[src/rtl/ps2_key_action_router.sv]
// PS/2 scan-code decoder that maps make/break (optionally E0-extended) codes onto a
// configurable set of game actions: press pulses, held levels and optional auto-repeat.
module ps2_key_action_router #(
    parameter int unsigned               NUM_ACTIONS    = 6,
    parameter logic [NUM_ACTIONS*9-1:0]  KEYMAP         = {9'h02D, 9'h029, 9'h172,
                                                           9'h175, 9'h174, 9'h16B},
    parameter bit                        REPEAT_EN      = 1'b0,
    parameter int unsigned               REPEAT_DELAY   = 25000000,
    parameter int unsigned               REPEAT_PERIOD  = 5000000,
    parameter int unsigned               PREFIX_TIMEOUT = 2500000
) (
    input  logic                   topIN_clk_50,
    input  logic                   wire_reset,
    input  logic [7:0]             scan_code,
    input  logic                   scan_code_ready,
    output logic [NUM_ACTIONS-1:0] action_pulse,
    output logic [NUM_ACTIONS-1:0] action_held,
    output logic                   unknown_pulse,
    output logic                   seq_error,
    output logic [8:0]             last_code
);

    localparam int unsigned MAX_A   = (REPEAT_DELAY > REPEAT_PERIOD) ? REPEAT_DELAY : REPEAT_PERIOD;
    localparam int unsigned MAX_CNT = (MAX_A > PREFIX_TIMEOUT) ? MAX_A : PREFIX_TIMEOUT;
    localparam int unsigned CNT_W   = $clog2(MAX_CNT + 1);
    localparam int unsigned IDX_W   = (NUM_ACTIONS > 1) ? $clog2(NUM_ACTIONS) : 1;

    localparam logic [CNT_W-1:0] TMO_LAST  = CNT_W'(PREFIX_TIMEOUT - 1);
    localparam logic [CNT_W-1:0] RPT_DELAY = CNT_W'(REPEAT_DELAY);
    localparam logic [CNT_W-1:0] RPT_PER   = CNT_W'(REPEAT_PERIOD);
    localparam logic [CNT_W-1:0] CNT_ONE   = CNT_W'(1);

    typedef enum logic [1:0] {IDLE, GOT_E0, GOT_F0, GOT_E0F0} state_t;

    state_t                 state_q, state_d;
    logic [CNT_W-1:0]       tmo_q, tmo_d;
    logic [NUM_ACTIONS-1:0] pulse_q, pulse_d;
    logic [NUM_ACTIONS-1:0] held_q, held_d;
    logic                   unknown_q, unknown_d;
    logic                   seq_err_q, seq_err_d;
    logic [8:0]             last_q, last_d;
    logic                   rpt_on_q, rpt_on_d;
    logic [IDX_W-1:0]       rpt_idx_q, rpt_idx_d;
    logic [CNT_W-1:0]       rpt_cnt_q, rpt_cnt_d;

    logic                   do_make, do_break, ev_ext, is_prefix, found;
    logic [8:0]             ev_code;
    logic [NUM_ACTIONS-1:0] match;

    always_ff @(posedge topIN_clk_50 or posedge wire_reset) begin
        if (wire_reset) begin
            state_q <= IDLE;
        end else begin
            state_q <= state_d;
        end
    end

    // Next-state: prefix decoding and the prefix timeout, which clears on every strobe.
    always_comb begin
        state_d   = state_q;
        tmo_d     = tmo_q;
        do_make   = 1'b0;
        do_break  = 1'b0;
        ev_ext    = 1'b0;
        seq_err_d = 1'b0;
        is_prefix = (scan_code == 8'hE0) || (scan_code == 8'hF0);
        if (scan_code_ready) begin
            tmo_d = '0;
            unique case (state_q)
                IDLE: begin
                    if (scan_code == 8'hE0)      state_d = GOT_E0;
                    else if (scan_code == 8'hF0) state_d = GOT_F0;
                    else                         do_make = 1'b1;
                end
                GOT_E0: begin
                    if (scan_code == 8'hF0) begin
                        state_d = GOT_E0F0;
                    end else if (scan_code == 8'hE0) begin
                        seq_err_d = 1'b1;
                    end else begin
                        do_make = 1'b1;
                        ev_ext  = 1'b1;
                        state_d = IDLE;
                    end
                end
                GOT_F0: begin
                    state_d   = IDLE;
                    seq_err_d = is_prefix;
                    do_break  = !is_prefix;
                end
                GOT_E0F0: begin
                    state_d   = IDLE;
                    seq_err_d = is_prefix;
                    do_break  = !is_prefix;
                    ev_ext    = 1'b1;
                end
                default: state_d = IDLE;
            endcase
        end else if (state_q != IDLE) begin
            if (tmo_q == TMO_LAST) begin
                state_d   = IDLE;
                tmo_d     = '0;
                seq_err_d = 1'b1;
            end else begin
                tmo_d = tmo_q + CNT_ONE;
            end
        end
    end

    // Outputs: keymap lookup, held/pulse update and the auto-repeat timer.
    always_comb begin
        ev_code   = {ev_ext, scan_code};
        held_d    = held_q;
        pulse_d   = '0;
        unknown_d = 1'b0;
        last_d    = last_q;
        rpt_on_d  = rpt_on_q;
        rpt_idx_d = rpt_idx_q;
        rpt_cnt_d = rpt_cnt_q;
        found     = 1'b0;
        for (int unsigned i = 0; i < NUM_ACTIONS; i++) begin
            match[i] = (KEYMAP[9*i +: 9] == ev_code);
        end
        if (do_make) begin
            last_d    = ev_code;
            pulse_d   = match & ~held_q;
            held_d    = held_q | match;
            unknown_d = (match == '0);
        end
        if (do_break) begin
            last_d = ev_code;
            held_d = held_q & ~match;
        end
        if (REPEAT_EN) begin
            // A fresh press takes priority over a repeat expiry in the same cycle.
            if (pulse_d != '0) begin
                rpt_on_d  = 1'b1;
                rpt_cnt_d = RPT_DELAY;
                for (int unsigned i = 0; i < NUM_ACTIONS; i++) begin
                    if (pulse_d[i] && !found) begin
                        rpt_idx_d = IDX_W'(i);
                        found     = 1'b1;
                    end
                end
            end else if (rpt_on_q && !held_d[rpt_idx_q]) begin
                rpt_on_d  = 1'b0;
                rpt_cnt_d = '0;
            end else if (rpt_on_q) begin
                if (rpt_cnt_q <= CNT_ONE) begin
                    pulse_d[rpt_idx_q] = 1'b1;
                    rpt_cnt_d          = RPT_PER;
                end else begin
                    rpt_cnt_d = rpt_cnt_q - CNT_ONE;
                end
            end
        end
    end

    always_ff @(posedge topIN_clk_50 or posedge wire_reset) begin
        if (wire_reset) begin
            tmo_q     <= '0;
            pulse_q   <= '0;
            held_q    <= '0;
            unknown_q <= 1'b0;
            seq_err_q <= 1'b0;
            last_q    <= '0;
            rpt_on_q  <= 1'b0;
            rpt_idx_q <= '0;
            rpt_cnt_q <= '0;
        end else begin
            tmo_q     <= tmo_d;
            pulse_q   <= pulse_d;
            held_q    <= held_d;
            unknown_q <= unknown_d;
            seq_err_q <= seq_err_d;
            last_q    <= last_d;
            rpt_on_q  <= rpt_on_d;
            rpt_idx_q <= rpt_idx_d;
            rpt_cnt_q <= rpt_cnt_d;
        end
    end

    assign action_pulse  = pulse_q;
    assign action_held   = held_q;
    assign unknown_pulse = unknown_q;
    assign seq_error     = seq_err_q;
    assign last_code     = last_q;

endmodule

[config.mk]
export PLATFORM = sky130hd
export DESIGN_NAME = ps2_key_action_router
export DESIGN_NICKNAME = d
export VERILOG_FILES = /design/src/rtl/ps2_key_action_router.sv
export SDC_FILE = /design/constraint.sdc
export NUM_CORES = 1
export LEC_CHECK = 0
export CAP_MARGIN = 20
export CORE_ASPECT_RATIO = 1.5
export CORE_UTILIZATION = 50
export DETAILED_ROUTE_END_ITERATION = 10
export PLACE_DENSITY_LB_ADDON = 0.1
export SYNTH_ARGS = -nofsm -noshare
export SYNTH_HDL_FRONTEND = slang
export SYNTH_SLANG_ARGS = --single-unit
[constraint.sdc]
create_clock -name topIN_clk_50 -period 3.6 [get_ports topIN_clk_50]
set_clock_uncertainty 0.1 [all_clocks]
set_input_delay 0.72 -clock topIN_clk_50 [delete_from_list [all_inputs] [get_ports topIN_clk_50]]
set_output_delay 0.72 -clock topIN_clk_50 [all_outputs]
set_load 0.05 [all_outputs]
==> impl_metrics.py, run 1 <==
metrics = {
    "sta": {
        "slew_headroom": 0.605,
        "timing.final.ws_setup_ps": 971,
        "worst_pin_slew_ps": 586,
        "min_period_ps": 2630,
        "rsz0062_at_grt": "false",
        "tns_ps": 0,
        "fin_crit_sh": 0.730,
        "hold_viol": 0,
        "finalMaxSlewViolations": 0,
        "setup_violations": 0,
        "fmax_mhz": 380,
    },
    "finish": {
        "fillers": 451,
        "drive_above_1_share": 0.0831,
        "postLayoutCoreUtil": 0.624,
        "multiInputGateArea_mm2": 0.00122,
        "areaGrowthSynthToFinish_pct": 18.7,
        "nets": 313,
        "seqCellArea_mm2": 0.00125,
        "antennaDiodeCount": 0,
    },
    "critical_path": {
        "crit_family": "simple AND/OR/NAND/NOR gates",
        "cpMaxStageDelayCell": "clkdlybuf4s50_1",
        "required_ps": 3730,
        "cp.arrival_ps": 2760,
        "critPathCaptureType": "register",
        "path_class": "primary input to register",
        "critPathMaxFanout": 11,
        "cp_cell_sequence": "clkdlybuf4s50_1 -> nor3_2 -> nand4b_1 -> or4_1 -> a21oi_1",
        "critPathMaxStageDelay_ps": 680,
        "worstSetupStartpointType": "primary input",
        "path_buf_inv": 1,
        "rrSetupSlack_ps": 1270,
    },
    "routing": {
        "drc": 0,
        "wl_per_cell_um": 17.2,
        "postRouteAntennaNets": 0,
        "dr.pass1.iters": 4,
        "drtIter0Drc": 119,
        "vias_per_cell": 6.07,
        "num_vias": 2229,
        "wl_mm": 6.32,
    },
    "synth": {
        "synthSimpleGateAreaFrac": 0.302,
        "ys_async_sr_fraction": 1.00,
        "ys.warnings.count": 0,
        "synth_xor_area_frac": 0.0239,
        "yosys.cell_types.count": 50,
        "netlist_instances": 269,
        "synthFlopType": "dfrtp_1",
        "synth_area_leaders": "dfrtp_1, nand2_1, o21ai_0, nand3_1, a21oi_1",
        "synth_area_mm2": 0.00257,
        "synth_compound_area_frac": 0.116,
        "yosysTopAreaCellShare": 0.487,
        "yosys.area.top_type": "dfrtp_1",
        "ys_seq_area_frac": 0.487,
        "synth-edff-count": 0,
        "ys_ff_latch": 50,
        "synth_top_family_by_area": "simple AND/OR/NAND/NOR gates",
        "syn_nets": 281,
        "synth_mux_area_frac": 0.0302,
        "synth.avg_cell_area_um2": 9.55,
        "synth-adder-area-share": 0.00487,
    },
    "floorplanning": {
        "die_y_um": 89.8,
        "ios": 34,
        "start_util": 0.526,
        "core_area_mm2": 0.00489,
        "die_x_um": 60.5,
        "die_area_mm2": 0.00543,
        "row_count": 31,
    },
    "clock_network": {
        "cts_made_buffers": 5,
        "root_buffer": "clkbuf_8",
        "htreeDepth": 2,
        "clock-sinks": 50,
        "cts_tree": "built",
        "clk_latency_ps": 300,
        "post-cts-setup-buffers": 0,
        "cts-hold-fix-buffers": 0,
        "cts_resized": 0,
        "ctsLongestPathBuffers": 2,
        "clk_pin_slew_ps": 90,
    },
    "placement": {
        "dp_hpwl_mm": 4.69,
        "place_congestion": 0.886,
        "io_buffers": 33,
        "preCtsSetupSlack_ps": 679,
    },
    "power_and_ir_drop": {
        "intPower_w": 0.000753,
        "swShare": 0.266,
        "switching_power_w": 0.000273,
        "pwr-share-comb": 0.128,
        "seq_power_share": 0.569,
        "p_per_area_mw_per_mm2": 337,
        "power_leakage_nw": 1.22,
        "vdd_drop_max_mv": 0.275,
        "clockPowerShare": 0.303,
    },
    "global_routing": {
        "gr-total-overflow": 0,
        "first_global_vias": 2226,
        "antenna_found_initial": 0,
        "grt_pass1_wl_mm": 10.7,
        "grt_max_degree": 51,
        "track_usage": 0.259,
    },
    "hold_path": {
        "hold_class": "register to register",
    },
    "flow_run": {
        "maxCapViolations": 0,
    },
    "run_status": {
        "status": "completed",
    },
}
[cell type report]
class                      count  area share
clock inverter                 1     0.00246
tap                           66      0.0271
sequential                    50       0.411
multi-input combinational    198       0.401
inverter                       8     0.00985
timing repair buffer          38       0.125
clock buffer                   6      0.0238
[power groups by stage]
stage | Clock (W) | Sequential [W] | Combinational (W)
after floorplan | 0 | 0.000633 | 0.0000372
after global placement | 0 | 0.000594 | 0.000129
after detailed placement | 0 | 0.000595 | 0.000129
after CTS | 0.000321 | 0.000584 | 0.000130
after global routing | 0.000344 | 0.000586 | 0.000141
final | 0.000311 | 0.000584 | 0.000131
[cell usage after synthesis, types with 5 or more instances]
cell type / count
a21oi_1: 14
buf_2: 6
clkbuf_1: 6
dfrtp_1: 50
inv_1: 7
mux2_2: 5
nand2_1: 31
nand3_1: 15
nand4_1: 11
nor2_1: 16
nor3_1: 5
nor4_1: 8
nor4b_1: 5
o21ai_0: 17
o31ai_1: 7
or3_1: 5
or4_1: 7
xnor2_1: 5
[metal layers]
| metal | track usage | share of wire | vias up |
|---|---|---|---|
| met2 | 0.459 | 0.56 | 58 |
| met1 | 0.282 | 0.38 | 1097 |
| li1 | - | - | 1059 |
| met5 | 0 | 0 | - |
| met4 | 0.129 | 0.028 | 0 |
| met3 | 0.0446 | 0.028 | 15 |
[stage by stage]
| stage | instance area, µm² | cells | hold WS, ps | power (W) |
|---|---|---|---|---|
| global placement | 2950 | 359 | 350 | 0.000723 |
| finish | 3050 | 367 | 358 | 0.00103 |
| floorplan | 2570 | 269 | 419 | 0.000670 |
| CTS | 3030 | 366 | 362 | 0.00103 |
| detailed placement | 2950 | 359 | 352 | 0.000724 |
| global route | 3050 | 367 | 395 | 0.00107 |
[cell families after synthesis]
| family | Yosys count |
|---|---|
| adder cells (fa/ha/maj) | 1 |
| AO/OA/AOI/OAI | 49 |
| buffers and inverters | 21 |
| XOR/XNOR | 7 |
| flip-flops | 50 |
| multiplexers | 7 |
| AND/OR/NAND/NOR | 134 |
[cells in the final DEF (no fill, tap or decap), drive strengths merged, types with 3 or more instances in the layout]
master	netlist	final
nor2	16	16
nand2b	3	3
mux2	6	6
nor4	8	8
xnor2	5	5
a21oi	15	15
nand2	31	31
o21ai	18	18
nor4b	5	5
nand3	15	15
and4	4	4
or4	8	8
nand4	11	11
clkbuf	6	6
or3	6	6
dfrtp	50	50
o31ai	8	8
inv	7	7
buf	7	5
and3	4	4
nor3	6	6
clkdlybuf4s50	0	33
[worst paths after layout]
kind                                            from                   endpoint  cells after the start
worst max-delay path                 scan_code_ready      tmo_q[22]$_DFFE_PP0N_                      5
worst min-delay path                        register  action_pulse[0]$_DFF_PP0_                      1
worst max register to register  tmo_q[0]$_DFFE_PP0N_      tmo_q[22]$_DFFE_PP0N_                      5
worst min register to register              register  action_pulse[0]$_DFF_PP0_                      1
max in group asynchronous                 wire_reset      tmo_q[15]$_DFFE_PP0N_                      3
min in group asynchronous                 wire_reset       tmo_q[9]$_DFFE_PP0N_                      2
[worst register-to-register path: stages (launching register included)]
cell	delay, ps
dfrtp_1	400
ha_1	220
and4_1	350
nand4b_1	410
or4_1	620
a21oi_1	150
No activity file was read; power rests on OpenSTA's default activity.
==> inputs of run 2 (changes only) <==
--- a/config.mk
+++ b/config.mk
@@ -7,7 +7,7 @@
 export LEC_CHECK = 0
 export CAP_MARGIN = 20
 export CORE_ASPECT_RATIO = 1.5
-export CORE_UTILIZATION = 50
+export CORE_UTILIZATION = 49
 export DETAILED_ROUTE_END_ITERATION = 10
 export PLACE_DENSITY_LB_ADDON = 0.1
 export SYNTH_ARGS = -nofsm -noshare
==> constraint.sdc (replaced) <==
create_clock -name topIN_clk_50 -period 2.4 [get_ports topIN_clk_50]
set_clock_uncertainty 0.1 [all_clocks]
set_input_delay 0.48 -clock topIN_clk_50 [delete_from_list [all_inputs] [get_ports topIN_clk_50]]
set_output_delay 0.48 -clock topIN_clk_50 [all_outputs]
set_load 0.05 [all_outputs]
==> run 2 against run 1 <==
Net effect:
- sequential share of layout area shrank 2.2 points
- die area increased by 2.0%
- worst hold slack better by 0.95 ps
- largest power group unchanged
- setup slack lost 720 ps
- global-route usage down 1.8 points
- largest cell class unchanged
- register-to-register slack got worse by 900 ps
- non-clock buffer count rose by 23
==> impl_metrics.py, run 2 (synthesis results as in run 1) <==
metrics = {
    "run_status": {
        "status": "completed",
    },
    "floorplanning": {
        "start_util": 0.521,
        "core_area_mm2": 0.00493,
        "die_y_um": 90.7,
        "die_area_mm2": 0.00554,
        "row_count": 31,
        "ios": 34,
        "die_x_um": 61.1,
    },
    "flow_run": {
        "maxCapViolations": 0,
    },
    "global_routing": {
        "antenna_found_initial": 0,
        "gr-total-overflow": 0,
        "grt_pass1_wl_mm": 9.91,
        "first_global_vias": 2107,
        "track_usage": 0.242,
        "grt_max_degree": 22,
    },
    "sta": {
        "setup_violations": 0,
        "min_period_ps": 2150,
        "timing.final.ws_setup_ps": 252,
        "slew_headroom": 0.626,
        "rsz0062_at_grt": "false",
        "fmax_mhz": 465,
        "finalMaxSlewViolations": 0,
        "worst_pin_slew_ps": 558,
        "fin_crit_sh": 0.895,
        "tns_ps": 0,
        "hold_viol": 0,
    },
    "routing": {
        "wl_per_cell_um": 16.1,
        "postRouteAntennaNets": 0,
        "vias_per_cell": 5.74,
        "dr.pass1.iters": 4,
        "drtIter0Drc": 91,
        "wl_mm": 6.29,
        "num_vias": 2240,
        "drc": 0,
    },
    "critical_path": {
        "required_ps": 2530,
        "path_class": "primary input to register",
        "cpMaxStageDelayCell": "clkdlybuf4s50_1",
        "cp.arrival_ps": 2280,
        "critPathCaptureType": "register",
        "critPathMaxStageDelay_ps": 590,
        "crit_start": "scan_code_ready",
        "cp_cell_sequence": "clkdlybuf4s50_1 -> nor3_2 -> or3_4 -> or4_1 -> a21oi_1",
        "critPathMaxFanout": 10,
        "worstSetupStartpointType": "primary input",
        "reg2reg_from": "tmo_q[0]$_DFFE_PP0N_",
    },
    "clock_network": {
        "clock-sinks": 50,
        "post-cts-setup-buffers": 0,
        "cts-hold-fix-buffers": 0,
        "cts_tree": "built",
        "clk_pin_slew_ps": 90,
        "htreeDepth": 2,
        "ctsLongestPathBuffers": 2,
        "root_buffer": "clkbuf_8",
        "cts_resized": 0,
        "clk_latency_ps": 310,
        "cts_made_buffers": 5,
    },
    "finish": {
        "antennaDiodeCount": 0,
        "nets": 336,
        "final_cell_mix": "dfrtp_1, clkdlybuf4s50_1, nand2_1",
        "drive_above_1_share": 0.148,
        "areaGrowthSynthToFinish_pct": 25.4,
        "fillers": 429,
        "design_area_mm2": 0.00322,
        "final_common_cell": "dfrtp_1",
        "layoutNonFillerInstCount": 390,
    },
    "power_and_ir_drop": {
        "power_leakage_nw": 1.32,
        "p_per_area_mw_per_mm2": 488,
        "vdd_drop_max_mv": 0.323,
        "p_total_w": 0.00157,
    },
    "placement": {
        "placed_cells": 383,
        "place_congestion": 0.869,
        "placed_area_mm2": 0.00314,
        "io_buffers": 33,
        "dp_hpwl_mm": 4.69,
        "preCtsSetupSlack_ps": -70.6,
    },
    "hold_path": {
        "hold_class": "register to register",
    },
}
run 2: cell count changes in the layout (fill, tap and decap cells not counted), sizes merged:
cell	change
buf	+23
run 2: metrics by stage:
step	util	hold slack, ps
global placement	0.638	346
floorplan	-	419
CTS	0.654	362
finish	0.654	359
detailed placement	0.638	350
global route	0.654	375
run 2: area by class of cell:
cell class	instances	area, µm²	share of cell area
flip-flops and latches	50	1250	0.389
multi-input cells	198	1220	0.380
repair buffers	61	553	0.172
well taps	66	82.6	0.0256
clock buffers	6	72.6	0.0225
inverters	8	30.0	0.00932
clock inverters	1	7.51	0.00233
run 2: routing by layer:
layer | vias to the layer above | share of wire | GRT usage | wire (µm)
li1 | 1098 | - | - | -
met1 | 1087 | 0.41 | 0.275 | 2580
met2 | 48 | 0.55 | 0.438 | 3450
met3 | 7 | 0.027 | 0.0430 | 170
met4 | 0 | 0.014 | 0.0682 | 85
met5 | - | 0 | 0 | 0
run 2: path summary, 6_finish.rpt:
path                                             end  cells past startpoint  slack, ps
setup / recovery               tmo_q[19]$_DFFE_PP0N_                      5        250
hold / removal             action_pulse[1]$_DFF_PP0_                      1        360
setup reg to reg               tmo_q[14]$_DFFE_PP0N_                      6        370
hold reg to reg            action_pulse[1]$_DFF_PP0_                      1        360
max in group asynchronous    unknown_pulse$_DFF_PP0_                      3       1220
min in group asynchronous     state_q[0]$_DFFE_PP0P_                      2        390
run 2: worst max-delay path, delay by kind of cell:
kind | cells | cell delay [ps]
buf+inv | 1 | 590
simple gates | 3 | 1040
compound gates | 1 | 160
run 2: power breakdown:
part / leakage (nW) / internal (W) / switching, W
clock network: 0.0373 / 0.000201 / 0.000281
logic: 0.612 / 0.0000835 / 0.000131
registers: 0.674 / 0.000861 / 0.0000150
total: 1.32 / 0.00115 / 0.000427
